<file path="src/rtl/enemy_spawn_scheduler.sv">
// Walks a level's enemy-queue ROM on play-scene entry and offers each entry
// as a spawn request once the game-time counter reaches its timestamp.
module enemy_spawn_scheduler #(
    parameter int         ADDR_W          = 8,
    parameter int         QUEUE_DEPTH     = 64,
    parameter int         BASE1           = 0,
    parameter int         BASE2           = 64,
    parameter int         BASE3           = 128,
    parameter int         FRAMES_PER_TICK = 6,
    parameter logic [2:0] END_TYPE        = 3'd7
) (
    input  logic              clk_25MHz,
    input  logic              rst,
    input  logic [2:0]        scene,
    input  logic              pause,
    input  logic              frame_tick,
    output logic [ADDR_W-1:0] rom_addr,
    input  logic [14:0]       rom_data,
    output logic              spawn_valid,
    output logic [2:0]        spawn_type,
    input  logic              spawn_ready,
    output logic [11:0]       game_time,
    output logic [7:0]        spawn_cnt,
    output logic              queue_done
);
    localparam int IDX_W = $clog2(QUEUE_DEPTH + 1);
    localparam int PRE_W = (FRAMES_PER_TICK > 1) ? $clog2(FRAMES_PER_TICK) : 1;
    localparam logic [PRE_W-1:0] PRE_LAST = PRE_W'(FRAMES_PER_TICK - 1);
    localparam logic [IDX_W-1:0] IDX_END  = IDX_W'(QUEUE_DEPTH);

    typedef enum logic [2:0] {IDLE, WAIT, LOAD, HOLD, OFFER, DONE} state_t;

    state_t            state_reg, state_next;
    logic [ADDR_W-1:0] addr_reg, addr_next;
    logic [ADDR_W-1:0] base_reg, base_next;
    logic [IDX_W-1:0]  index_reg, index_next;
    logic [PRE_W-1:0]  pre_reg, pre_next;
    logic [11:0]       gt_reg, gt_next;
    logic [7:0]        cnt_reg, cnt_next;
    logic [11:0]       ts_reg, ts_next;
    logic [2:0]        ty_reg, ty_next;
    logic              valid_reg, valid_next;
    logic [2:0]        type_reg, type_next;
    logic              done_reg, done_next;
    logic [2:0]        prev_scene_reg;

    logic              play, prev_play, start, accept;
    logic [ADDR_W-1:0] sel_base;

    assign play      = (scene == 3'd2) || (scene == 3'd3) || (scene == 3'd4);
    assign prev_play = (prev_scene_reg == 3'd2) || (prev_scene_reg == 3'd3) ||
                       (prev_scene_reg == 3'd4);
    assign start     = play && !prev_play;
    assign sel_base  = (scene == 3'd3) ? ADDR_W'(BASE2) :
                       (scene == 3'd4) ? ADDR_W'(BASE3) : ADDR_W'(BASE1);

    always_comb begin
        state_next = state_reg;
        addr_next  = addr_reg;
        base_next  = base_reg;
        index_next = index_reg;
        pre_next   = pre_reg;
        gt_next    = gt_reg;
        cnt_next   = cnt_reg;
        ts_next    = ts_reg;
        ty_next    = ty_reg;
        valid_next = valid_reg;
        type_next  = type_reg;
        done_next  = done_reg;
        accept     = 1'b0;

        if (state_reg != IDLE && !pause && frame_tick) begin
            if (pre_reg == PRE_LAST) begin
                pre_next = '0;
                if (gt_reg != 12'hFFF) gt_next = gt_reg + 12'd1;
            end else begin
                pre_next = pre_reg + 1'b1;
            end
        end

        case (state_reg)
            WAIT: state_next = LOAD;
            LOAD: begin
                ts_next = rom_data[14:3];
                ty_next = rom_data[2:0];
                if (rom_data[2:0] == END_TYPE) begin
                    state_next = DONE;
                    done_next  = 1'b1;
                end else begin
                    state_next = HOLD;
                end
            end
            HOLD: begin
                if (gt_reg >= ts_reg && !pause) begin
                    valid_next = 1'b1;
                    type_next  = ty_reg;
                    state_next = OFFER;
                end
            end
            OFFER: begin
                // Ready is only honoured while unpaused; pause drops valid but keeps the entry.
                accept = valid_reg && spawn_ready && !pause;
                if (accept) begin
                    valid_next = 1'b0;
                    if (cnt_reg != 8'hFF) cnt_next = cnt_reg + 8'd1;
                    index_next = index_reg + 1'b1;
                    if (index_next == IDX_END) begin
                        state_next = DONE;
                        done_next  = 1'b1;
                    end else begin
                        addr_next  = base_reg + ADDR_W'(index_next);
                        state_next = WAIT;
                    end
                end else begin
                    valid_next = !pause;
                end
            end
            DONE: valid_next = 1'b0;
            default: ;
        endcase

        if (!play && state_reg != IDLE) begin
            state_next = IDLE;
            valid_next = 1'b0;
        end

        if (start) begin
            state_next = WAIT;
            gt_next    = '0;
            pre_next   = '0;
            cnt_next   = '0;
            done_next  = 1'b0;
            index_next = '0;
            valid_next = 1'b0;
            base_next  = sel_base;
            addr_next  = sel_base;
        end
    end

    always_ff @(posedge clk_25MHz or negedge rst) begin
        if (!rst) begin
            state_reg      <= IDLE;
            addr_reg       <= '0;
            base_reg       <= '0;
            index_reg      <= '0;
            pre_reg        <= '0;
            gt_reg         <= '0;
            cnt_reg        <= '0;
            ts_reg         <= '0;
            ty_reg         <= '0;
            valid_reg      <= 1'b0;
            type_reg       <= '0;
            done_reg       <= 1'b0;
            prev_scene_reg <= '0;
        end else begin
            state_reg      <= state_next;
            addr_reg       <= addr_next;
            base_reg       <= base_next;
            index_reg      <= index_next;
            pre_reg        <= pre_next;
            gt_reg         <= gt_next;
            cnt_reg        <= cnt_next;
            ts_reg         <= ts_next;
            ty_reg         <= ty_next;
            valid_reg      <= valid_next;
            type_reg       <= type_next;
            done_reg       <= done_next;
            prev_scene_reg <= scene;
        end
    end

    assign rom_addr    = addr_reg;
    assign spawn_valid = valid_reg;
    assign spawn_type  = type_reg;
    assign game_time   = gt_reg;
    assign spawn_cnt   = cnt_reg;
    assign queue_done  = done_reg;
endmodule

</file>
<file path="config.mk">
export PLATFORM = sky130hd
export DESIGN_NAME = enemy_spawn_scheduler
export DESIGN_NICKNAME = d
export VERILOG_FILES = /design/src/rtl/enemy_spawn_scheduler.sv
export SDC_FILE = /design/constraint.sdc
export NUM_CORES = 1
export LEC_CHECK = 0
export ABC_CLOCK_PERIOD_IN_PS = 7000
export CELL_PAD_IN_SITES_DETAIL_PLACEMENT = 0
export CELL_PAD_IN_SITES_GLOBAL_PLACEMENT = 2
export CORE_ASPECT_RATIO = 1.75
export CORE_MARGIN = 2
export CORE_UTILIZATION = 38
export CTS_BUF_LIST = sky130_fd_sc_hd__clkbuf_8
export DETAILED_ROUTE_END_ITERATION = 6
export GPL_ROUTABILITY_DRIVEN = 1
export GPL_TIMING_DRIVEN = 0
export HOLD_SLACK_MARGIN = 0.03
export PLACE_DENSITY_LB_ADDON = 0.1
export SYNTH_ARGS = -nofsm -noshare
export SYNTH_HDL_FRONTEND = slang
export SYNTH_SLANG_ARGS = --single-unit
</file>
<file path="constraint.sdc">
create_clock -name clk_25MHz -period 7 [get_ports clk_25MHz]
set_input_delay 1.05 -clock clk_25MHz [delete_from_list [all_inputs] [get_ports clk_25MHz]]
set_output_delay 1.05 -clock clk_25MHz [all_outputs]
set_load 0.005 [all_outputs]
</file>
* Word level (Yosys, flattened, before mapping)
Index checks and enable logic that the tools add are counted.
** Word-level totals
- Bits of input ports :: 23
- Flip-flop bits (word level) :: 72
** Operators by class
- $lt $le $gt $ge :: 1
- Multiplexer cells :: 37
- Reductions and logical operators :: 32
- Equal/unequal tests :: 22
- Add/sub/neg operators :: 5
** Operator list (number)
- 2-to-1 mux 8 bit :: 10
- 2-to-1 mux 12 bit :: 4
- 2-to-1 mux 3 bit :: 9
- 2-to-1 mux 7 bit :: 3
- equality test 3 x 2 -> 1 bit, second input constant :: 6
- equality test 3 bit, second input constant :: 6
- adder 12 x 1 -> 12 bit, second input constant :: 1
- >= comparator 12 bit :: 1
- != test 12 bit, second input constant :: 1
- case mux 3 bit (4 select lines) :: 1
- AND reduction 3 bit :: 4
- nonzero test 2 bit :: 6
- != test 3 bit, second input constant :: 3
- adder 8 x 1 -> 8 bit, second input constant :: 1
- adder 8 x 7 -> 8 bit :: 1
- 2-to-1 mux 1 bit :: 8
- != test 4 bit, second input constant :: 2
- != test 8 bit, second input constant :: 1
- adder 7 x 1 -> 7 bit, second input constant :: 1
- equality test 7 bit, second input constant :: 1
- logical AND 1 bit :: 7
- AND reduction 2 bit :: 3
- nonzero test 3 bit :: 2
- nonzero test 6 bit :: 1
- other kinds (9) :: 14

* Depth between registers and ports, before layout
Gate-level depths: netlist (run 1).
- Depth after elaboration :: 7
- Mapped depth :: 10
- Mapped depth without buffers :: 10

* Least setup slack after synthesis (run 1)
OpenSTA, ideal clock, no wires.
- Path kind :: input to register
- Start :: in pause
- End :: reg addr_reg[2], in the netlist rom_addr[2]
- Stages :: 6
- Required time :: 6.905 ns
- Path buffers :: 2
- Data arrival time :: 2.150 ns
- Setup slack :: 4.755 ns
- Library setup time :: 0.095 ns
- Cell sequence :: and2b_1 > nand3_1 > buf_2 > a41o_2 > buf_6 > o31ai_1
** On the way
- Cells in the longest elaborated chain, start to end :: 4
** RTL lines
- from (decl) :: line 15 : input logic pause,
- logical NOT 1 bit :: line 102 : accept = valid_reg && spawn_ready && !pause;
- logical AND 1 bit :: line 102
- nonzero test 2 bit (no source line)
- AND reduction 3 bit (no source line)
- to (signal assigned) :: line 157 : addr_reg <= addr_next;
- to (decl) :: line 34 : logic [ADDR_W-1:0] addr_reg, addr_next;
Every way passes these cells.
A chain may end at the register's enable or synchronous reset.

* Worst setup path in the final report (run 1)
- Start :: in pause
- End :: reg addr_reg[4], in the netlist rom_addr[4]
Same word-level chain as after synthesis.

==> flow_metrics.env, run 1 <==
export IMPL_numCtsBuffers=9
export IMPL_fin_setup_tns_ns=0
export IMPL_dp_cells=530
export IMPL_numPortBuffers=55
export IMPL_hold_viol_final=0
export IMPL_finalPower_mw=0.8936
export IMPL_ys_top_cells_by_area="dfrtp_1 (47%), ha_1 (6.0%), nor2_1 (4.9%)"
export IMPL_worstRegToRegCells=10
export IMPL_setup_viol_count_final=0
export IMPL_crit_arrival_ns=3.00
export IMPL_ir_drop_v=0.0001095
export IMPL_crit_start="pause"
export IMPL_yosys_area_top_type="dfrtp_1"
export IMPL_yosysSeqAreaShare_pct=46.71
export IMPL_drc=0
export IMPL_setup_ws_ns=4.237
export IMPL_yosysWarnings=0
export IMPL_ys_ff_latch=66
export IMPL_cts_sinks=66
export IMPL_die_w_um=76.92
export IMPL_wire_per_inst_um=15.98
export IMPL_maxSlewHeadroom_pct=42.21
export IMPL_first_pass_iters=4
export IMPL_viasPerCell=5.092
export IMPL_grt_pass1_vias=2871
export IMPL_cts_htree_levels=3
export IMPL_finalCriticalPeriod_ns=2.763
export IMPL_ff2ff_setup_slack_ns=4.33
export IMPL_top_level_ports=56
export IMPL_antenna_cells=0
export IMPL_r2r_end="rom_addr[7]"
export IMPL_fillers=917
export IMPL_status="completed"
export IMPL_synth_edf_count=0
export IMPL_fin_area_um2=4436
export IMPL_path_class="in2reg"
export IMPL_start_util_pct=39.13
export IMPL_hold_buffers=0
export IMPL_cp_end_kind="flop"
export IMPL_final_core_util_pct=49.09
export IMPL_post_dp_hpwl_um=6382
export IMPL_place_area_um2=4234
export IMPL_finalClockSkew_ns=0.007830
export IMPL_worstPathRequired_ns=7.24
export IMPL_syn_avg_cell_area_um2=9.960
export IMPL_fmax_mhz=361.9
export IMPL_place_ws_ns=3.878
export IMPL_antenna_found_initial=0
export IMPL_holdWs_ns=0.4847
export IMPL_grt_overflow_total=0
export IMPL_area_growth_pct=25.44
export IMPL_grt_max_degree=67
export IMPL_root_buffer="clkbuf_8"
export IMPL_syn_num_nets=395
export IMPL_cts_setup_buffers=0
export IMPL_crit_path_max_fanout=10
export IMPL_clock_latency_ns=0.34
export IMPL_drt_iter0_markers=73
export IMPL_rows=46
export IMPL_grt_pass1_wl_um=14610
export IMPL_min_to="ty_reg[0]"
export IMPL_rsz0062_at_grt="no"
export IMPL_worstHoldPathType="reg2reg"
export IMPL_reg2reg_from="index_reg[0]"
export IMPL_syn_inst=355
export IMPL_wl_um=8724
export IMPL_hold_depth=1
export IMPL_dieArea_um2=10120
export IMPL_globalplace_congestion=0.7986
export IMPL_cts_reportedPaths_clkPinSlew_ns=0.07
export IMPL_cp_start_kind="input port"
export IMPL_finalCritPeriodShare_pct=39.48
export IMPL_vias=2780
export IMPL_slew_violations=0
export IMPL_synth_cell_type_count=53
export IMPL_die_h_um=131.6
export IMPL_instances_no_fill=546
export IMPL_netlist_area_um2=3536
export IMPL_grt_use_total_pct=18.39
export IMPL_tightest_slew_ns=0.8669
export IMPL_detail_route_antenna_nets=0
export IMPL_hp_start="ty_reg[0]"
export IMPL_power_leakage_nw=1.942
export IMPL_fin_nets=461
export IMPL_final_layout_size_suffix_gt1_share_pct=10.09
export IMPL_powerDensity_nw_per_um2=201.5
export IMPL_async_flop_share_pct=100.0
export IMPL_core_area_um2=9036
export IMPL_synthFlopType="dfrtp_1"
export IMPL_synth_top_area_share_pct=46.71
export IMPL_drv_cap=0
export IMPL_clockBufferDepth=2
export IMPL_tritoncts="yes"
export IMPL_post_cts_resized=0
power breakdown:
part	switching, mW	total [mW]	internal [mW]
Clock	0.145	0.321	0.176
Sequential	0.0162	0.440	0.423
Combinational	0.0742	0.133	0.0590
Total	0.236	0.894	0.658
cell usage in the layout (no fill, tap or decap), types with 4 or more instances in the layout:
cell             synthesis  final
nand3_1                 13     13
clkbuf_1                 4      4
mux2i_1                  5      5
nand2_1                 32     32
o31ai_1                  4      4
clkdlybuf4s50_1          0     54
dfrtp_1                 66     66
xnor2_1                 17     17
buf_2                    6      6
mux2_1                   7      7
clkbuf_8                 0     14
o21ai_0                 18     18
nor2_1                  46     46
a21oi_1                 20     20
or3_1                    6      6
ha_1                    17     17
inv_1                   17     18
and3_1                   4      4
nor3_2                   7      7
xor2_1                   8      8
critical path, stage by stage:
cell	delay, ns
clkdlybuf4s50_1	0.56
and2b_1	0.30
nand3_1	0.18
buf_2	0.24
a41o_2	0.29
buf_6	0.15
o31ai_1	0.23
synthesized netlist by cell type (2+ instances only):
cell type  number
nor3b_1         2
and3_1          4
nor4_2          2
or3_1           6
mux2i_1         5
inv_1          17
o31ai_1         4
o21ai_0        18
ha_1           17
and4_1          3
nand2b_1        3
mux2_1          7
clkbuf_1        4
nor3_1          3
xor2_1          8
buf_2           6
o21ai_1         3
nor3_2          7
a22o_1          2
nand2_1        32
buf_6           2
nor2_1         46
a31oi_1         2
and2_1          2
nor2b_1         2
buf_4           2
nand4_1         3
xnor2_1        17
nand4bb_4       2
dfrtp_1        66
nand3_1        13
o21a_1          3
a21oi_1        20
a21o_1          3
metal layers:
layer	GRT usage (%)	vias up	wire, µm
li1	-	1358	-
met1	19.95	1356	3496
met2	33.63	54	4692
met3	3.777	12	312
met4	8.283	0	223
met5	0	-	0
how the worst max path moves through the flow:
stage / slack (ns) / end / cells past startpoint
6_report: 4.24 / rom_addr[4] / 7
3_5_place_dp: 3.88 / rom_addr[2] / 7
2_1_floorplan: 4.75 / rom_addr[2] / 6
4_1_cts: 4.25 / rom_addr[4] / 7
5_1_grt: 4.13 / rom_addr[4] / 7
3_3_place_gp: 2.52 / spawn_cnt[1] / 1
final cells by class:
type,instances,area [µm²],share of cell area (%)
Buffer,14,82.58,1.862
Timing Repair Buffer,55,548.0,12.36
Inverter,17,63.81,1.439
Clock inverter,2,8.758,0.1975
Tap cell,120,150.1,3.385
Sequential cell,66,1652,37.24
Multi-Input combinational cell,258,1738,39.18
Clock buffer,14,192.7,4.344
kinds of logic after synthesis:
| logic type | synth area share [%] |
|---|---|
| DFF | 46.71 |
| AOI/OAI and AO/OA | 11.36 |
| buffers and inverters | 4.140 |
| and+or+nand+nor | 21.48 |
| adders and majority gates | 6.015 |
| xor gates and xnor gates | 6.653 |
| muxes | 3.645 |
No activity file was read; power rests on OpenSTA's default activity.
==> inputs of run 2 (changes only) <==
--- a/config.mk
+++ b/config.mk
@@ -5,12 +5,12 @@
 export SDC_FILE = /design/constraint.sdc
 export NUM_CORES = 1
 export LEC_CHECK = 0
-export ABC_CLOCK_PERIOD_IN_PS = 7000
+export ABC_CLOCK_PERIOD_IN_PS = 2200
 export CELL_PAD_IN_SITES_DETAIL_PLACEMENT = 0
 export CELL_PAD_IN_SITES_GLOBAL_PLACEMENT = 2
 export CORE_ASPECT_RATIO = 1.75
 export CORE_MARGIN = 2
-export CORE_UTILIZATION = 38
+export CORE_UTILIZATION = 32
 export CTS_BUF_LIST = sky130_fd_sc_hd__clkbuf_8
 export DETAILED_ROUTE_END_ITERATION = 6
 export GPL_ROUTABILITY_DRIVEN = 1
==> constraint.sdc (replaced) <==
create_clock -name clk_25MHz -period 2.2 [get_ports clk_25MHz]
set_input_delay 0.33 -clock clk_25MHz [delete_from_list [all_inputs] [get_ports clk_25MHz]]
set_output_delay 0.33 -clock clk_25MHz [all_outputs]
set_load 0.005 [all_outputs]
==> run 2 against run 1 <==
Flip-flop and latch count stayed put; hold slack worse by 0.072 ns; sequential share of layout area is 2.1 points lower; design area is 6.5% higher; count of clock-buffer cells in the layout is 3 lower; total power grew to 3.2 times the previous value; register-to-register slack worse by 4.3 ns; first-iteration DRC count is 49% higher; clock power grew to 2.8 times the previous value.
==> flow_metrics.env, run 2 (synthesis gave the netlist of run 1 again) <==
export IMPL_post_dp_hpwl_um=6406
export IMPL_fin_nets=478
export IMPL_drt_iter0_markers=109
export IMPL_maxSlewHeadroom_pct=65.00
export IMPL_clock_latency_ns=0.34
export IMPL_mostFrequentLayoutCell="dfrtp_1"
export IMPL_antenna_cells=0
export IMPL_dieArea_um2=11940
export IMPL_rows=50
export IMPL_crit_path_max_fanout=3
export IMPL_tightest_slew_ns=0.5250
export IMPL_setup_ws_ns=0.04003
export IMPL_core_area_um2=10760
export IMPL_reg2reg_from="index_reg[1]"
export IMPL_tritoncts="yes"
export IMPL_ir_drop_v=0.0003791
export IMPL_place_ws_ns=-0.5656
export IMPL_viasPerCell=4.911
export IMPL_finalCriticalPeriod_ns=2.160
export IMPL_slew_violations=0
export IMPL_power_leakage_nw=2.061
export IMPL_clockBufferDepth=2
export IMPL_fmax_mhz=463.0
export IMPL_wl_um=9011
export IMPL_grt_pass1_wl_um=14830
export IMPL_grt_max_degree=47
export IMPL_final_cell_mix="dfrtp_1 (60), clkdlybuf4s50_1 (53), nor2_1 (45)"
export IMPL_cts_reportedPaths_clkPinSlew_ns=0.07
export IMPL_vias=2809
export IMPL_detail_route_antenna_nets=0
export IMPL_wire_per_inst_um=15.75
export IMPL_final_core_util_pct=43.90
export IMPL_path_class="reg2reg"
export IMPL_finalClockSkew_ns=0.01196
export IMPL_r2r_end="rom_addr[7]"
export IMPL_rsz0062_at_grt="yes"
export IMPL_cts_htree_levels=3
export IMPL_cp_start_kind="flop"
export IMPL_numCtsBuffers=9
export IMPL_first_pass_iters=4
export IMPL_ff2ff_setup_slack_ns=0.04
export IMPL_hold_viol_final=0
export IMPL_numPortBuffers=55
export IMPL_status="completed"
export IMPL_die_w_um=83.46
export IMPL_grt_use_total_pct=15.91
export IMPL_crit_arrival_ns=2.38
export IMPL_globalplace_congestion=0.7511
export IMPL_area_growth_pct=33.58
export IMPL_cp_end_kind="flop"
export IMPL_fin_setup_tns_ns=0
export IMPL_antenna_found_initial=0
export IMPL_grt_pass1_vias=2911
export IMPL_top_level_ports=56
export IMPL_worstRegToRegCells=10
export IMPL_drv_cap=0
export IMPL_final_layout_size_suffix_gt1_share_pct=17.87
export IMPL_die_h_um=143.1
export IMPL_cts_sinks=66
export IMPL_drc=0
export IMPL_setup_viol_count_final=0
export IMPL_start_util_pct=32.86
export IMPL_worstHoldPathType="in2async"
export IMPL_powerDensity_nw_per_um2=598.9
export IMPL_root_buffer="clkbuf_8"
export IMPL_worstPathRequired_ns=2.42
export IMPL_grt_overflow_total=0
export IMPL_finalCritPeriodShare_pct=98.18
## run 2: cell types whose count changed in the layout (fill, tap and decap cells not counted), sizes merged
cell | before | now
clkinv | 1 | 3
dlygate4sd3 | 0 | 1
clkbuf | 18 | 15
dlymetal6s2s | 0 | 1
buf | 11 | 27
clkdlybuf4s50 | 54 | 53
## run 2: metrics by stage
| stage | instance area, µm² | hold WS (ns) | total power [mW] | std cells |
|---|---|---|---|---|
| finish | 4723 | 0.4130 | 2.829 | 572 |
| CTS | 4617 | 0.4110 | 2.857 | 565 |
| detailed placement | 4277 | 0.2480 | 1.866 | 541 |
| global route | 4723 | 0.4289 | 3.012 | 572 |
| global placement | 4252 | 0.4650 | 1.847 | 540 |
| floorplan | 3538 | 0.03441 | 1.680 | 355 |
## run 2: worst max-delay path by stage
stage                 start             to  slack, ns
2_1_floorplan  index_reg[0]    rom_addr[7]       0.02
3_3_place_gp            rst   spawn_cnt[0]      -1.68
3_5_place_dp   game_time[0]  spawn_type[1]      -0.57
4_1_cts        index_reg[1]    rom_addr[7]      -0.01
5_1_grt        index_reg[1]    rom_addr[7]      -0.08
6_report       index_reg[1]    rom_addr[7]       0.04
## run 2: final cells by class
class | instances | area, µm²
fill | 1096 | 6037
clock inverter | 4 | 18.77
multi-input combinational | 258 | 1884
sequential | 66 | 1659
tap | 130 | 162.7
timing repair buffer | 72 | 700.7
buffer | 14 | 82.58
clock buffer | 11 | 151.4
inverter | 17 | 63.81
## run 2: report_power, final
part / switching [mW] / total (mW) / internal [mW]
clock: 0.459 / 0.914 / 0.455
combinational: 0.277 / 0.511 / 0.234
sequential: 0.0558 / 1.40 / 1.35
total: 0.792 / 2.83 / 2.04
## run 2: per-layer routing
layer	vias to the layer above	routed length (µm)	track usage [%]
met5	-	0	0
li1	1398	-	-
met2	44	4929	30.26
met3	12	278	2.659
met1	1355	3623	17.13
met4	0	180	6.961
## run 2: repair_timing
action | 4_1_cts | 5_1_grt
hold buffers | 1 | 0
cloned | 0 | 0
setup buffers | 9 | 7
setup endpoints to repair | 14 | 19
resized for setup | 19 | 11
hold endpoints to repair | 20 | 0
pin swaps | 10 | 2
## run 2: worst max-delay path, cell delays in order, from the launching register on
cell and delay [ns]:
dfrtp_1 0.41, ha_4 0.17, nand3_4 0.07, or2_4 0.27, xnor2_4 0.21, ha_2 0.22
xnor2_1 0.11, nand2_1 0.09, a21o_1 0.17, a222oi_1 0.24, a21oi_1 0.07
==> inputs of run 3 (changes only) <==
--- a/config.mk
+++ b/config.mk
@@ -9,14 +9,13 @@
 export CELL_PAD_IN_SITES_DETAIL_PLACEMENT = 0
 export CELL_PAD_IN_SITES_GLOBAL_PLACEMENT = 2
 export CORE_ASPECT_RATIO = 1.75
-export CORE_MARGIN = 2
 export CORE_UTILIZATION = 32
 export CTS_BUF_LIST = sky130_fd_sc_hd__clkbuf_8
 export DETAILED_ROUTE_END_ITERATION = 6
 export GPL_ROUTABILITY_DRIVEN = 1
-export GPL_TIMING_DRIVEN = 0
 export HOLD_SLACK_MARGIN = 0.03
 export PLACE_DENSITY_LB_ADDON = 0.1
+export REMOVE_ABC_BUFFERS = 1
 export SYNTH_ARGS = -nofsm -noshare
 export SYNTH_HDL_FRONTEND = slang
 export SYNTH_SLANG_ARGS = --single-unit
==> run 3 against run 2 <==
The flow now finishes with violations (negative setup slack); non-clock buffer count rose by 14; clock power rose by 13%; design area rose by 2.4%; count of clock-buffer cells in the layout did not move; cell count rose by 2.6%; critical endpoint is now spawn_type[0]; hold slack improved by 0.078 ns.
==> flow_metrics.env, run 3 (synthesis gave the netlist of run 1 again) <==
export IMPL_post_dp_hpwl_um=6409
export IMPL_vias=2884
export IMPL_crit_path_max_fanout=4
export IMPL_finalPower_mw=2.953
export IMPL_setup_viol_count_final=1
export IMPL_drc=0
export IMPL_hold_viol_final=0
export IMPL_numPortBuffers=55
export IMPL_root_buffer="clkbuf_8"
export IMPL_first_pass_iters=4
export IMPL_tightest_slew_ns=0.4977
export IMPL_place_ws_ns=-0.1111
export IMPL_start_util_pct=33.05
export IMPL_clockBufferDepth=2
export IMPL_antenna_cells=0
export IMPL_wire_per_inst_um=15.14
export IMPL_mostFrequentLayoutCell="dfrtp_1"
export IMPL_powerDensity_nw_per_um2=610.6
export IMPL_detail_route_antenna_nets=0
export IMPL_violations="negative setup slack"
export IMPL_ff_latch_area_um2=1652
export IMPL_ir_drop_v=0.0003228
export IMPL_drv_cap=0
export IMPL_tritoncts="yes"
export IMPL_multiInputGateArea_um2=1842
export IMPL_area_growth_pct=36.77
export IMPL_fillers=1081
export IMPL_path_class="reg2reg"
export IMPL_finalCritPeriodShare_pct=100.1
export IMPL_core_area_um2=10700
export IMPL_grt_overflow_total=0
export IMPL_finalClockSkew_ns=0.003691
export IMPL_crit_arrival_ns=2.42
export IMPL_rsz0062_at_grt="yes"
export IMPL_cp_end_kind="flop"
export IMPL_slew_violations=0
export IMPL_maxSlewHeadroom_pct=65.87
export IMPL_power_leakage_nw=2.173
export IMPL_worstHoldPathType="reg2reg"
export IMPL_viasPerCell=4.913
export IMPL_cts_htree_levels=3
export IMPL_numCtsBuffers=9
export IMPL_grt_pass1_wl_um=14370
export IMPL_status="finished with violations"
export IMPL_final_cell_mix="dfrtp_1 (66), clkdlybuf4s50_1 (54), nor2_1 (45)"
export IMPL_die_h_um=141.1
export IMPL_grt_use_total_pct=16.74
export IMPL_rows=50
export IMPL_wl_um=8889
export IMPL_top_level_ports=56
export IMPL_worstPathRequired_ns=2.42
export IMPL_cts_reportedPaths_clkPinSlew_ns=0.07
export IMPL_final_layout_size_suffix_gt1_share_pct=19.69
export IMPL_cts_sinks=66
export IMPL_globalplace_congestion=0.7684
export IMPL_finalCriticalPeriod_ns=2.202
export IMPL_cp_start_kind="flop"
export IMPL_clock_latency_ns=0.34
export IMPL_dieArea_um2=11490
export IMPL_fmax_mhz=454.1
export IMPL_antenna_found_initial=0
export IMPL_grt_pass1_vias=2985
export IMPL_fin_nets=492
export IMPL_setup_ws_ns=-0.002395
export IMPL_die_w_um=81.46
export IMPL_drt_iter0_markers=112
export IMPL_grt_max_degree=67
[run 3: cell types whose count changed in the layout (fill, tap and decap cells not counted), sizes merged]
| cell | before | now |
|---|---|---|
| clkdlybuf4s50 | 53 | 54 |
| dlymetal6s2s | 1 | 0 |
| bufinv | 0 | 1 |
| clkbuf | 15 | 11 |
| inv | 18 | 20 |
| clkinv | 3 | 1 |
| buf | 27 | 45 |
[run 3: final timing paths]
path                       startpoint       endpoint  slack (ns)  depth (start not counted)
max in group asynchronous         rst      ts_reg[3]        1.35                          3
max reg2reg                 ts_reg[0]  spawn_type[0]      -0.002                          8
min                         ty_reg[0]      ty_reg[0]        0.49                          1
min in group asynchronous         rst     ts_reg[10]        0.54                          3
min reg2reg                 ty_reg[0]      ty_reg[0]        0.49                          1
max                         ts_reg[0]  spawn_type[0]      -0.002                          8
[run 3: metal layers]
layer  up-vias  share of wire [%]  GRT usage (%)
li1       1422                  -              -
met4         0                2.1          7.613
met2        42                 57          30.88
met1      1409                 38          17.40
met3        11                2.8          3.366
met5         -                  0              0
[run 3: layout make-up]
cell class / instances / share of cell area, %
clock inverter: 5 / 0.9573
tap: 130 / 3.364
sequential: 66 / 34.15
clock buffer: 11 / 3.131
timing repair buffer: 100 / 18.99
inverter: 17 / 1.320
multi-input combinational: 258 / 38.09
[run 3: critical path: stages (launching register included)]
cell,delay (ns)
dfrtp_1,0.41
ha_4,0.27
nand2b_4,0.12
a2111oi_4,0.07
o41ai_2,0.31
buf_4,0.18
a21oi_4,0.07
nor3_4,0.32
mux2_4,0.33
[run 3: power breakdown]
| part | switching (mW) | internal, mW | total, mW |
|---|---|---|---|
| combinational | 0.264 | 0.250 | 0.514 |
| sequential | 0.0646 | 1.35 | 1.41 |
| clock | 0.455 | 0.572 | 1.03 |
| total | 0.784 | 2.17 | 2.95 |
[run 3: stage by stage]
step                      setup TNS, ns  instance area [µm²]  utilization (%)  std cells  hold WS, ns
after detailed placement        -0.5049                 4497            42.04        567       0.3851
after CTS                             0                 4728            44.20        584       0.4930
after floorplan                  -7.778                 3453                -        341      0.03441
after global placement        -0.004690                 4497            42.04        567       0.3852
after global routing            -0.5940                 4836            45.20        587       0.5001
final                         -0.002395                 4836            45.20        587       0.4910
[run 3: timing repair]
item	in CTS	in global routing
pin swaps	1	8
setup buffers	0	3
setup endpoints to repair	7	7
hold buffers	1	0
gates resized for setup	5	16
endpoints found under the hold margin	66	0
